==> src/rtl/obstacle_pkg.sv <==
// Shared types and constants for the obstacle alert controller.
package obstacle_pkg;

    typedef enum logic [1:0] {
        OBS_IDLE   = 2'd0,
        OBS_ACTIVE = 2'd1,
        OBS_HOLD   = 2'd2
    } obs_state_t;

    localparam logic [1:0] BUZZ_OFF  = 2'b00;
    localparam logic [1:0] BUZZ_ALL  = 2'b01;
    localparam logic [1:0] BUZZ_NEAR = 2'b10;

    // Bits needed for a counter spanning 0..range-1, never less than one.
    function automatic int unsigned ctr_width(input int unsigned range);
        return (range <= 1) ? 1 : 32'($clog2(range));
    endfunction

endpackage

==> src/rtl/obstacle_channel.sv <==
// One sensor channel: input sampling register, debounce filter and
// hold-after-clear state machine.
module obstacle_channel
    import obstacle_pkg::*;
#(
    parameter int unsigned DEBOUNCE = 4,
    parameter int unsigned HOLD     = 8
) (
    input  logic clk,
    input  logic reset,
    input  logic sensor,
    output logic near,
    output logic close
);

    localparam int unsigned CNT_W  = ctr_width(DEBOUNCE);
    localparam int unsigned HCNT_W = ctr_width(HOLD);
    localparam logic [CNT_W-1:0]  CNT_LAST  = CNT_W'(DEBOUNCE - 1);
    localparam logic [HCNT_W-1:0] HCNT_LOAD = HCNT_W'(HOLD - 1);

    logic              sensor_q;
    logic              near_q, near_d;
    logic [CNT_W-1:0]  cnt_q, cnt_d;
    logic [HCNT_W-1:0] hcnt_q, hcnt_d;
    obs_state_t        state_q, state_d;

    // Accept a new level only after it persists for DEBOUNCE sampled cycles.
    always_comb begin
        near_d = near_q;
        cnt_d  = '0;
        if (sensor_q != near_q) begin
            if (cnt_q == CNT_LAST) begin
                near_d = sensor_q;
            end else begin
                cnt_d = cnt_q + CNT_W'(1);
            end
        end
    end

    always_ff @(posedge clk) begin
        if (reset) begin
            sensor_q <= 1'b0;
            near_q   <= 1'b0;
            cnt_q    <= '0;
            state_q  <= OBS_IDLE;
            hcnt_q   <= '0;
        end else begin
            sensor_q <= sensor;
            near_q   <= near_d;
            cnt_q    <= cnt_d;
            state_q  <= state_d;
            hcnt_q   <= hcnt_d;
        end
    end

    // Re-detection in HOLD wins over hold expiry.
    always_comb begin
        state_d = state_q;
        hcnt_d  = hcnt_q;
        unique case (state_q)
            OBS_IDLE: begin
                if (near_q) state_d = OBS_ACTIVE;
            end
            OBS_ACTIVE: begin
                if (!near_q) begin
                    state_d = OBS_HOLD;
                    hcnt_d  = HCNT_LOAD;
                end
            end
            OBS_HOLD: begin
                if (near_q) begin
                    state_d = OBS_ACTIVE;
                end else if (hcnt_q == '0) begin
                    state_d = OBS_IDLE;
                end else begin
                    hcnt_d = hcnt_q - HCNT_W'(1);
                end
            end
            default: state_d = OBS_IDLE;
        endcase
    end

    always_comb begin
        close = (state_q != OBS_IDLE);
        near  = near_q;
    end

endmodule

==> src/rtl/obstacle_alert.sv <==
// Multi-channel obstacle alert: per-channel filtering/hold, mirrored buzzer
// mapping and all-close code. OBSTACLE_ALERT_BEEP_EN makes code 10 blink.
module obstacle_alert
    import obstacle_pkg::*;
#(
    parameter int unsigned NUM_CH    = 2,
    parameter int unsigned DEBOUNCE  = 4,
    parameter int unsigned HOLD      = 8,
    parameter int unsigned BEEP_HALF = 16
) (
    input  logic                  clk,
    input  logic                  reset,
    input  logic                  enable,
    input  logic [NUM_CH-1:0]     sensor,
    output logic [NUM_CH-1:0]     near,
    output logic [2*NUM_CH-1:0]   buzz,
    output logic                  any_near
);

    logic [NUM_CH-1:0]   close;
    logic [2*NUM_CH-1:0] mirror_code;
    logic [2*NUM_CH-1:0] buzz_d, buzz_q;
    logic                beep_on;

    if (NUM_CH < 2 || DEBOUNCE < 1 || HOLD < 1 || BEEP_HALF < 1) begin : g_param_check
        $error("obstacle_alert: illegal parameter value");
    end

    for (genvar i = 0; i < NUM_CH; i++) begin : g_ch
        obstacle_channel #(
            .DEBOUNCE (DEBOUNCE),
            .HOLD     (HOLD)
        ) u_ch (
            .clk    (clk),
            .reset  (reset),
            .sensor (sensor[i]),
            .near   (near[i]),
            .close  (close[i])
        );
    end

`ifdef OBSTACLE_ALERT_BEEP_EN
    localparam int unsigned BEEP_W = ctr_width(BEEP_HALF);
    localparam logic [BEEP_W-1:0] BEEP_LAST = BEEP_W'(BEEP_HALF - 1);

    logic [BEEP_W-1:0] beep_cnt_q, beep_cnt_d;
    logic              phase_q, phase_d;

    always_comb begin
        beep_cnt_d = beep_cnt_q + BEEP_W'(1);
        phase_d    = phase_q;
        if (beep_cnt_q == BEEP_LAST) begin
            beep_cnt_d = '0;
            phase_d    = ~phase_q;
        end
    end

    always_ff @(posedge clk) begin
        if (reset) begin
            beep_cnt_q <= '0;
            phase_q    <= 1'b1;
        end else begin
            beep_cnt_q <= beep_cnt_d;
            phase_q    <= phase_d;
        end
    end

    assign beep_on = phase_q;
`else
    assign beep_on = 1'b1;
`endif

    // A close channel lights the buzzer on the opposite side.
    for (genvar j = 0; j < NUM_CH; j++) begin : g_map
        assign mirror_code[2*j +: 2] = (close[NUM_CH-1-j] && beep_on) ? BUZZ_NEAR : BUZZ_OFF;
    end

    always_comb begin
        buzz_d = '0;
        if (enable) begin
            buzz_d = (&close) ? {NUM_CH{BUZZ_ALL}} : mirror_code;
        end
    end

    always_ff @(posedge clk) begin
        if (reset) begin
            buzz_q <= '0;
        end else begin
            buzz_q <= buzz_d;
        end
    end

    assign buzz     = buzz_q;
    assign any_near = |close;

endmodule

==> config.mk <==
export PLATFORM = sky130hd
export DESIGN_NAME = obstacle_alert
export DESIGN_NICKNAME = d
export VERILOG_FILES = /design/src/rtl/obstacle_pkg.sv /design/src/rtl/obstacle_channel.sv /design/src/rtl/obstacle_alert.sv
export SDC_FILE = /design/constraint.sdc
export NUM_CORES = 1
export LEC_CHECK = 0
export CAP_MARGIN = 0
export CORE_MARGIN = 1
export CORE_UTILIZATION = 33
export CTS_BUF_LIST = sky130_fd_sc_hd__clkbuf_8
export DETAILED_ROUTE_END_ITERATION = 10
export PLACE_DENSITY = 0.57
export SYNTH_ARGS = -nofsm -noshare
export SYNTH_HDL_FRONTEND = slang
export SYNTH_HIERARCHICAL = 1
export SYNTH_SLANG_ARGS = --single-unit
==> constraint.sdc <==
create_clock -name clk -period 1.5 [get_ports clk]
set_input_delay 0.375 -clock clk [delete_from_list [all_inputs] [get_ports clk]]
set_output_delay 0.375 -clock clk [all_outputs]
set_load 0.1 [all_outputs]
Yosys cells after proc, flatten, opt, wreduce, memory -nomap -nowiden
Cells that the tools add are included.

$add $sub $neg: 4. Equal/unequal tests: 18. Muxes and demuxes: 21. Bitwise logic cells: 3. Reductions and logical operators: 20.

Operators by type and width (count): 2-to-1 mux 3 bit (7); 2-to-1 mux 2 bit (10); != test 2 bit (second input constant) (6); one-hot mux 2 bit (3 select lines) (2); one-hot mux 3 bit (2 select lines) (2); OR reduction 3 bit (3); == test 2 bit (second input constant) (4); AND reduction 4 bit (2); nonzero test 2 bit (4); zero test 3 bit (2); != test 3 x 1 -> 1 bit (second input constant) (2); AND reduction 2 bit (3); AND reduction 3 bit (2); subtractor 3 x 1 -> 3 bit (second input constant) (2); adder 2 x 1 -> 2 bit (second input constant) (2); == test 2 x 1 -> 1 bit (second input constant) (2); zero test 2 bit (2); != test 2 x 1 -> 1 bit (second input constant) (2); OR reduction 2 bit (2); inverter 1 bit (3); != test 1 bit (2).

Register bits after elaboration: 22. Word-level logic and storage cells: 78.

Longest topological paths before layout
Gate-level depths: netlist of run 1.

Depth in word-level cells: 4. Gate-level depth with buffers: 5. Mapped depth without buffers: 5.

By module
Netlist of run 1, hierarchy kept.

By module, submodules not included: obstacle_channel (times used 2, cells an instance 42, area each 414.1 µm²); obstacle_alert (times used 1, cells an instance 8, area each 110.1 µm²).

Worst setup path after synthesis of run 1
OpenSTA, ideal clock, no wires.

Path kind: reg2out. From: reg, netlist name buzz[0]. To: out buzz[2]. Arrival time: 1356 ps. Setup slack: -231 ps. Stages on the path, launching flop included: 2. Buffers on the path: 1. Path through: dfxtp_1 buf_4.

RTL lines: end, declared (line obstacle_alert.sv:16) `output logic [2*NUM_CH-1:0] buzz,`.

Final worst setup path of run 1
From: reg g_ch[1].u_ch.state_q[1]. To: out any_near.

Word-level cells in the longest chain between the ends: 2.

RTL lines: start, declared (line obstacle_channel.sv:25) `obs_state_t state_q, state_d;`; start signal, assigned (line obstacle_channel.sv:51) `state_q <= state_d;`; nonzero test 2 bit (line obstacle_channel.sv:84) `close = (state_q != OBS_IDLE);`; net close[1] (line obstacle_alert.sv:20) `logic [NUM_CH-1:0] close;`; OR reduction 2 bit (line obstacle_alert.sv:94) `assign any_near = |close;`; end, declared (line obstacle_alert.sv:17) `output logic any_near`.

The timed path passes the listed nets, and every way through them passes these cells.

==> metrics, run 1 <==
TritonCTS Buffers 3; CP arrival 1240 ps; synthesis-to-finish area growth 34.4%; Final GP Congestion 0.756; first-pass GRT wire length 2690 um; synthesized area per cell 10.2 um2; Layout Nets 126; crit path time final 1620 ps; row count 18; GRT overflow 0; Post-Route WL 1500 um; sequential share of the synthesized area 0.448; vias in the first global route 639; Lkg Pwr 0.531 nW; drt pass-1 iters 3; crit path capture type output pin; die area 3060 um2; post-place instance area 1200 um2; Residual DRC 0; clk_lat worst skew 260 ps; Max Clock Freq 617 MHz; hold buffer count at CTS 0; TritonCTS clock tree yes; detailed router's first-iteration violation count 8; Initial Utilization 0.362; worst r2r path cells 5; Final Hold Fails 0; Non-Filler Instances 144; largest net degree at the start of global routing 13; setup ws final -120 ps; Comb power frac 0.040; CP Data Required Time 1120 ps; total chip power 0.972 mW; P per Cell Area 771 nW/um2; Synth Instances 92; Via Count 693; number of synthesis warnings 6; CTS Sinks 21; antenna cell count 0; mapped cell area 938 um2; synthesized flop and latch total 21; Top Ports 12; routed length per instance 10.4 um; Detail Placement HPWL 1100 um; layout cells sized above 1 0.289; number of instances in the placed design 138; Hold Crit Class register to register; die height 55.3 um; Distinct cells, synth 27; clock root buffer master clkbuf_8; WHS Path Cells 1; Final ANT Viol Nets 0; syn_nets 103; Sequential Power Share 0.582; max_cap viols 0; P_int 0.770 mW; core area 2590 um2; port bufs 11; Psw 0.202 mW; Worst Path Max Fanout 2; CP startpoint kind register; max_slew headroom 0.793; RSZ-0062 raised after global routing yes; fin area 1260 um2; slew at the pin closest to its max-slew limit 307 ps; Final Cycle Share 1.08; initial antenna violation count 0; most frequent cells in the layout dfxtp_1 (18), inv_1 (12), buf_4 (8); Longest Clk Path Bufs 2; part of the power in the clock network 0.378; GRT Util Overall 0.113; Fill cells 239; violated checks setup timing; clock slew seen by the registers of the worst setup and hold paths 70 ps; critical path class register to output pin; pre-CTS WS 6.22 ps; Die X 55.3 um; vias per cell 4.81; Final Skew 0.495 ps; Sw Ratio 0.208; status finished, violations left; VDD IR max 529 uV; final core utilization 0.487; commonest non-fill, non-tap cell in the layout dfxtp_1; Slew Viols, Final 0; Setup-failing EPs final 1; H-tree lvl count 1
## area by class of cell
type	count	area, um2	area share
Clock buffer	3	41.3	0.0327
Clock inverter	1	5.00	0.00397
Inverter	12	45.0	0.0357
Multi-Input combinational cell	58	468	0.371
Sequential cell	21	424	0.336
Tap cell	30	37.5	0.0298
Timing Repair Buffer	19	240	0.190
## power by group through the flow
| stage | combinational (mW) | sequential (mW) | clock [mW] |
|---|---|---|---|
| floorplan | 0.0155 | 0.579 | 0 |
| global placement | 0.0387 | 0.579 | 0 |
| detailed placement | 0.0400 | 0.579 | 0 |
| CTS | 0.0399 | 0.566 | 0.390 |
| global route | 0.0443 | 0.567 | 0.408 |
| finish | 0.0391 | 0.566 | 0.367 |
## flip-flops by register name (all words and copies together), names as in the netlist
register / cells
g_ch.u_ch/cnt_q: 4
buzz: 3
g_ch.u_ch/hcnt_q: 6
g_ch.u_ch/state_q: 4
g_ch.u_ch/sensor_q: 2
g_ch.u_ch/near: 2
## path summary, 6_finish.rpt
path	startpoint	to	slack [ps]
hold / removal	g_ch[0].u_ch/cnt_q[0]	g_ch[0].u_ch/cnt_q[0]	420
hold reg to reg	g_ch[0].u_ch/cnt_q[0]	g_ch[0].u_ch/cnt_q[0]	420
setup reg to reg	g_ch[1].u_ch/hcnt_q[1]	g_ch[1].u_ch/hcnt_q[2]	290
setup / recovery	g_ch[1].u_ch/state_q[1]	any_near	-120
## per-layer routing
metal  global-route usage  vias up  part of all wire
li1                     -      365                 -
met5                    0        -                 0
met3               0.0515        4             0.045
met1                0.124      314              0.45
met4               0.0643        0             0.027
met2                0.181       10              0.48
## kinds of logic after synthesis
| logic type | count (synthesis) | share of synthesized area |
|---|---|---|
| AOI/OAI and AO/OA | 18 | 0.157 |
| buffers and inverters | 13 | 0.0560 |
| and+or+nand+nor | 28 | 0.200 |
| muxes | 2 | 0.0213 |
| xor gates and xnor gates | 4 | 0.0373 |
| adders and majority gates | 6 | 0.0800 |
| DFF | 21 | 0.448 |
## cell usage after synthesis (all sizes together)
library cell | n | area (um2)
a211oi | 4 | 40.0
a21oi | 2 | 17.5
a311o | 2 | 20.0
and2b | 2 | 17.5
and4 | 2 | 22.5
and4b | 1 | 11.3
and4bb | 2 | 25.0
buf | 1 | 7.51
dfxtp | 21 | 420
ha | 6 | 75.1
inv | 12 | 45.0
mux2i | 2 | 20.0
nand2b | 2 | 12.5
nand3 | 2 | 10.0
nor2 | 6 | 22.5
nor2b | 4 | 25.0
nor3 | 2 | 10.0
o21a | 2 | 15.0
o21ai | 4 | 20.0
o311ai | 2 | 17.5
o41ai | 2 | 17.5
or2 | 3 | 18.8
or3 | 2 | 12.5
xnor2 | 4 | 35.0
## through the flow
step,TNS (ps),hold slack [ps]
floorplan,0,397
global placement,0,405
detailed placement,0,414
CTS,-129,425
global route,-161,435
finish,-120,420
## critical path: stages (launching register included)
cell	delay, ps
dfxtp_1	310
or2_1	250
or2_4	260
buf_12	160
## repair_timing
action	in CTS	in global routing
hold endpoints to repair	0	0
endpoints found under the setup margin	1	1
setup buffers	2	0
pin swaps	2	0
resized for setup	1	0
(Power assumes the default switching activity.)
==> run 2, diff against run 1 <==
--- a/config.mk
+++ b/config.mk
@@ -8,8 +8,8 @@
 export CAP_MARGIN = 0
 export CORE_MARGIN = 1
-export CORE_UTILIZATION = 33
+export CORE_UTILIZATION = 45
 export CTS_BUF_LIST = sky130_fd_sc_hd__clkbuf_8
 export DETAILED_ROUTE_END_ITERATION = 10
-export PLACE_DENSITY = 0.57
+export PLACE_DENSITY = 0.72
 export SYNTH_ARGS = -nofsm -noshare
 export SYNTH_HDL_FRONTEND = slang
==> constraint.sdc (replaced) <==
create_clock -name clk -period 1.5 [get_ports clk]
set_input_delay 0.3 -clock clk [delete_from_list [all_inputs] [get_ports clk]]
set_output_delay 0.3 -clock clk [all_outputs]
set_load 0.1 [all_outputs]
==> run 2 against run 1 <==
The flow still finishes with violations (setup timing). Global-route usage up 5.1 points. First-iteration DRC count up 50%. Via count is 2.3% higher. Die area shrank 26%. Combinational power rose by 9.0%. Cell count decreased by 2.8%. Routed wire length increased by 12%. Critical path depth unchanged. Final area increased by 0.69%. Clock-buffer cell count unchanged. Sequential share of layout area increased by 0.16 points. Non-clock buffer count fell by 1. Largest power group unchanged. Highest routed layer is now met3.
==> metrics, run 2 (synthesized netlist as in run 1, its figures left out) <==
initial antenna violation count 0 (unchanged); vias per cell 5.06 (was 4.81); Comb power frac 0.044 (was 0.040); total chip power 0.976 mW (was 0.972 mW); vias in the first global route 615 (was 639); max_cap viols 0 (unchanged); violated checks setup timing (unchanged); Largest Register g_ch.u_ch/hcnt_q (unchanged); Die X 47.7 um (was 55.3 um); Psw 0.205 mW (was 0.202 mW); Max Clock Freq 648 MHz (was 617 MHz); setup ws final -42.6 ps (was -120 ps); TritonCTS Buffers 3 (unchanged); pre-CTS WS 45.2 ps (was 6.22 ps); RSZ-0062 raised after global routing yes (unchanged); Final Hold Fails 0 (unchanged); most frequent cells in the layout dfxtp_1 (14), inv_1 (12), buf_12 (8) (was dfxtp_1 (18), inv_1 (12), buf_4 (8)); Detail Placement HPWL 1110 um (was 1100 um); commonest non-fill, non-tap cell in the layout dfxtp_1 (unchanged); Final Cycle Share 1.03 (was 1.08); critical path, cell by cell or2_1 -> or2_4 -> buf_12 (unchanged); Longest Clk Path Bufs 2 (unchanged); Final ANT Viol Nets 0 (unchanged); layout cells sized above 1 0.327 (was 0.289); Setup-failing EPs final 1 (unchanged); Worst Path Max Fanout 2 (unchanged); Final GP Congestion 0.773 (was 0.756); synthesis-to-finish area growth 35.3% (was 34.4%); hold buffer count at CTS 0 (unchanged); Post-Route WL 1680 um (was 1500 um); first-pass GRT wire length 2590 um (was 2690 um); max FFs per register 6 (unchanged); CP peak stage delay 320 ps (was 310 ps); CP arrival 1240 ps (about the same); Via Count 709 (was 693); max_slew headroom 0.792 (was 0.793); Final Skew 3.77 ps (was 0.495 ps); antenna cell count 0 (unchanged); slew at the pin closest to its max-slew limit 309 ps (was 307 ps); P_int 0.771 mW (was 0.770 mW); clock root buffer master clkbuf_8 (unchanged); Top Ports 12 (unchanged); critical path class register to output pin (unchanged); Layout Nets 125 (was 126); crit path capture type output pin (unchanged); CP Data Required Time 1200 ps (was 1120 ps); Residual DRC 0 (unchanged); Lkg Pwr 0.532 nW (was 0.531 nW); H-tree lvl count 1 (unchanged); drt pass-1 iters 2 (was 3); routed length per instance 12.0 um (was 10.4 um); status finished, violations left (unchanged); VDD IR max 712 uV (was 529 uV); part of the power in the clock network 0.376 (was 0.378); TritonCTS clock tree yes (unchanged); Slew Viols, Final 0 (unchanged); clock slew seen by the registers of the worst setup and hold paths 80 ps (was 70 ps); Worst path slowest cell dfxtp_2 (was dfxtp_1); Hold Crit Class register to register (unchanged); crit path time final 1540 ps (was 1620 ps); detailed router's first-iteration violation count 12 (was 8); Fill cells 160 (was 239); CP startpoint kind register (unchanged); CTS Sinks 21 (unchanged); largest net degree at the start of global routing 20 (was 13); GRT overflow 0 (unchanged); row count 16 (was 18); die height 47.7 um (was 55.3 um); P per Cell Area 769 nW/um2 (was 771 nW/um2); Sw Ratio 0.210 (was 0.208); Initial Utilization 0.478 (was 0.362); port bufs 11 (unchanged); die area 2270 um2 (was 3060 um2); GRT Util Overall 0.165 (was 0.113); Largest regs g_ch.u_ch/hcnt_q (6), g_ch.u_ch/cnt_q (4), g_ch.u_ch/state_q (4) (unchanged); core area 1960 um2 (was 2590 um2); Sequential Power Share 0.580 (was 0.582); clk_lat worst skew 260 ps (about the same)
[run 2: through the flow]
step | TNS, ps | instance area (um2) | hold WS, ps | std cells | util
floorplan | 0 | 942 | 365 | 92 | -
global placement | 0 | 1170 | 405 | 130 | 0.596
detailed placement | 0 | 1170 | 417 | 130 | 0.596
CTS | -43.8 | 1270 | 428 | 140 | 0.646
global route | -80.4 | 1270 | 452 | 140 | 0.647
finish | -42.6 | 1270 | 421 | 140 | 0.647
[run 2: path summary, 6_finish.rpt]
path,from,endpoint,slack [ps],cells past startpoint
hold / removal,g_ch[0].u_ch/cnt_q[0],g_ch[0].u_ch/cnt_q[0],420,1
setup / recovery,g_ch[0].u_ch/state_q[1],any_near,-40,3
setup reg to reg,g_ch[0].u_ch/hcnt_q[1],g_ch[0].u_ch/hcnt_q[2],300,5
hold reg to reg,g_ch[0].u_ch/cnt_q[0],g_ch[0].u_ch/cnt_q[0],420,1
[run 2: routing by layer]
metal	wire length, um	GRT usage	up-vias	share of wire
met5	0	0	-	0
met4	0	0.0333	0	0
met3	65	0.0679	0	0.039
met2	815	0.274	10	0.49
met1	796	0.202	330	0.47
li1	-	-	369	-
[run 2: worst max-delay path, delay by kind of cell (launching register included)]
family                 cells  cell delay [ps]
DFF                        1              320
buffers and inverters      1              160
and+or+nand+nor            2              500
[run 2: layout make-up]
type | count | area (um2) | share of cell area
clock buffers | 3 | 41.3 | 0.0325
clock inverters | 1 | 5.00 | 0.00394
inverters | 12 | 45.0 | 0.0355
multi-input cells | 58 | 470 | 0.370
flip-flops and latches | 21 | 429 | 0.338
well taps | 27 | 33.8 | 0.0266
repair buffers | 18 | 245 | 0.193
[run 2: power groups by stage]
stage	Sequential, mW	Clock [mW]	Combinational [mW]
6_report	0.566	0.367	0.0426
5_1_grt	0.567	0.416	0.0458
4_1_cts	0.566	0.376	0.0431
3_5_place_dp	0.580	0	0.0427
3_3_place_gp	0.579	0	0.0403
2_1_floorplan	0.579	0	0.0155
[run 2: repair_timing]
item / CTS / global route
pin swaps: 3 / 0
gates resized for setup: 5 / 1
gates cloned: 0 / 0
setup buffers: 6 / 0
endpoints found under the setup margin: 1 / 1
==> run 3, diff against run 2 <==
CORE_UTILIZATION = 55   (was 45)
GPL_ROUTABILITY_DRIVEN = 0   (was default)
PLACE_DENSITY = 0.84   (was 0.72)
==> run 3 against run 2 <==
The run still ends with setup timing left. Combinational power is 3% higher. Worst setup slack worse by 11 ps. Via count is 7.8% higher. Global-route usage is 6.5 points higher. Core utilization is 17 points higher. Flip-flop and latch count stayed put. Sequential power hardly changed. Register-to-register slack worse by 130 ps. Non-clock buffer count is 1 higher. Power is 0.37% lower. Maximum frequency is 0.72% lower. Largest cell class unchanged.
==> metrics, run 3 (synthesized netlist as in run 1, its figures left out) <==
status finished, violations left (unchanged); violated checks setup timing (unchanged); Layout Nets 126 (was 125); Top Ports 12 (unchanged); fin area 1260 um2 (was 1270 um2); vias in the first global route 728 (was 615); drt pass-1 iters 4 (was 2); CP arrival 1250 ps (was 1240 ps); Longest Clk Path Bufs 2 (unchanged); die area 1880 um2 (was 2270 um2); Via Count 764 (was 709); crit path capture type output pin (unchanged); first-pass GRT wire length 3090 um (was 2590 um); commonest non-fill, non-tap cell in the layout dfxtp_1 (unchanged); CP peak stage delay 320 ps (about the same); Die X 43.3 um (was 47.7 um); Final Skew 3.93 ps (was 3.77 ps); Hold Crit Class register to register (unchanged); Largest regs g_ch.u_ch/hcnt_q (6), g_ch.u_ch/cnt_q (4), g_ch.u_ch/state_q (4) (unchanged); vias per cell 5.88 (was 5.06); max_cap viols 0 (unchanged); port bufs 11 (unchanged); Multi-input gate area 470 um2 (unchanged); slew at the pin closest to its max-slew limit 345 ps (was 309 ps); Residual DRC 0 (unchanged); Buf+Inv Stages, Crit Path 1 (unchanged); Post-Route WL 1930 um (was 1680 um); Setup-failing EPs final 1 (unchanged); Max Clock Freq 644 MHz (was 648 MHz); critical path, cell by cell or2_4 -> or2_4 -> buf_12 (was or2_1 -> or2_4 -> buf_12); row count 14 (was 16); H-tree lvl count 1 (unchanged); CTS Sinks 21 (unchanged); FF/Latch Area 429 um2 (unchanged); critical path class register to output pin (unchanged); clk_lat worst skew 260 ps (about the same); most frequent cells in the layout dfxtp_1 (14), inv_1 (13), buf_12 (8) (was dfxtp_1 (14), inv_1 (12), buf_12 (8)); setup ws final -53.7 ps (was -42.6 ps); antenna cell count 0 (unchanged); clock root buffer master clkbuf_8 (unchanged); max_slew headroom 0.767 (was 0.792); VDD IR max 512 uV (was 712 uV); final core utilization 0.819 (was 0.647); post-place instance area 1150 um2 (was 1170 um2); Final Cycle Share 1.04 (was 1.03); routed length per instance 14.9 um (was 12.0 um); P per Cell Area 770 nW/um2 (was 769 nW/um2); clock slew seen by the registers of the worst setup and hold paths 70 ps (was 80 ps); Final ANT Viol Nets 0 (unchanged); GRT overflow 0 (unchanged); layout cells sized above 1 0.325 (was 0.327); CP startpoint kind register (unchanged); GRT Util Overall 0.229 (was 0.165); Top cell by count, worst path or2_4; pre-CTS WS 37.2 ps (was 45.2 ps); initial antenna violation count 0 (unchanged); TritonCTS Buffers 3 (unchanged); Slew Viols, Final 0 (unchanged); Lkg Pwr 0.539 nW (was 0.532 nW); Top Family by Delay on Critical Path simple AND/OR/NAND/NOR gates (unchanged); die height 43.3 um (was 47.7 um); Detail Placement HPWL 1150 um (was 1110 um); Largest Register g_ch.u_ch/hcnt_q (unchanged); hold buffer count at CTS 0 (unchanged); CP Data Required Time 1200 ps (about the same); max FFs per register 6 (unchanged); detailed router's first-iteration violation count 9 (was 12); TritonCTS clock tree yes (unchanged); largest net degree at the start of global routing 20 (unchanged); Worst path slowest cell dfxtp_2 (unchanged); synthesis-to-finish area growth 34.5% (was 35.3%); crit path time final 1550 ps (was 1540 ps); Fill cells 88 (was 160); Worst Path Max Fanout 4 (was 2); Initial Utilization 0.609 (was 0.478); Final Hold Fails 0 (unchanged); core area 1540 um2 (was 1960 um2); RSZ-0062 raised after global routing yes (unchanged)
[run 3: cell count changes in the layout (fill, tap and decap cells not counted)]
cell / before / now
buf_4: 6 / 7
clkinv_2: 1 / 0
inv_1: 12 / 13
[run 3: final cells by class]
| type | count | share of cell area |
|---|---|---|
| multi-input cells | 58 | 0.373 |
| flip-flops and latches | 21 | 0.340 |
| repair buffers | 19 | 0.200 |
| inverters | 12 | 0.0357 |
| clock buffers | 3 | 0.0327 |
| well taps | 16 | 0.0159 |
| clock inverters | 1 | 0.00297 |
[run 3: what timing repair did]
item | CTS | global route
endpoints found under the setup margin | 1 | 1
pin swaps | 2 | 2
gates cloned | 0 | 0
gates resized for setup | 6 | 0
hold endpoints to repair | 0 | 0
buffers inserted | 5 | 2
[run 3: metrics by stage]
step / cells / setup TNS, ps / total power, mW / hold WS (ps)
after floorplan: 92 / 0 / 0.594 / 365
after global placement: 119 / 0 / 0.619 / 405
after detailed placement: 119 / 0 / 0.622 / 415
after CTS: 128 / -42.8 / 0.976 / 426
after global routing: 130 / -82.8 / 1.01 / 440
final: 130 / -53.7 / 0.973 / 426
[run 3: worst paths after layout]
path                      startpoint                     end  slack [ps]  cells past startpoint
max          g_ch[1].u_ch/state_q[0]                any_near         -50                      3
min            g_ch[1].u_ch/cnt_q[0]   g_ch[1].u_ch/cnt_q[0]         430                      1
max reg2reg  g_ch[0].u_ch/state_q[0]  g_ch[0].u_ch/hcnt_q[2]         170                      5
min reg2reg    g_ch[1].u_ch/cnt_q[0]   g_ch[1].u_ch/cnt_q[0]         430                      1
[run 3: worst register-to-register path, delay by kind of cell, from the launching register on]
kind            cells  cell delay (ps)
simple gates        1              250
buf+inv             2              270
compound gates      2              380
flops               1              330
[run 3: layer usage]
layer,vias up,part of all wire,GRT usage
met1,370,0.42,0.242
met3,6,0.027,0.0426
met5,-,0,0
met4,0,0.031,0.176
li1,370,-,-
met2,18,0.52,0.397
[run 3: where the power goes]
| group | switching, mW | internal [mW] |
|---|---|---|
| Clock | 0.180 | 0.182 |
| Combinational | 0.0201 | 0.0238 |
| Sequential | 0.00369 | 0.563 |
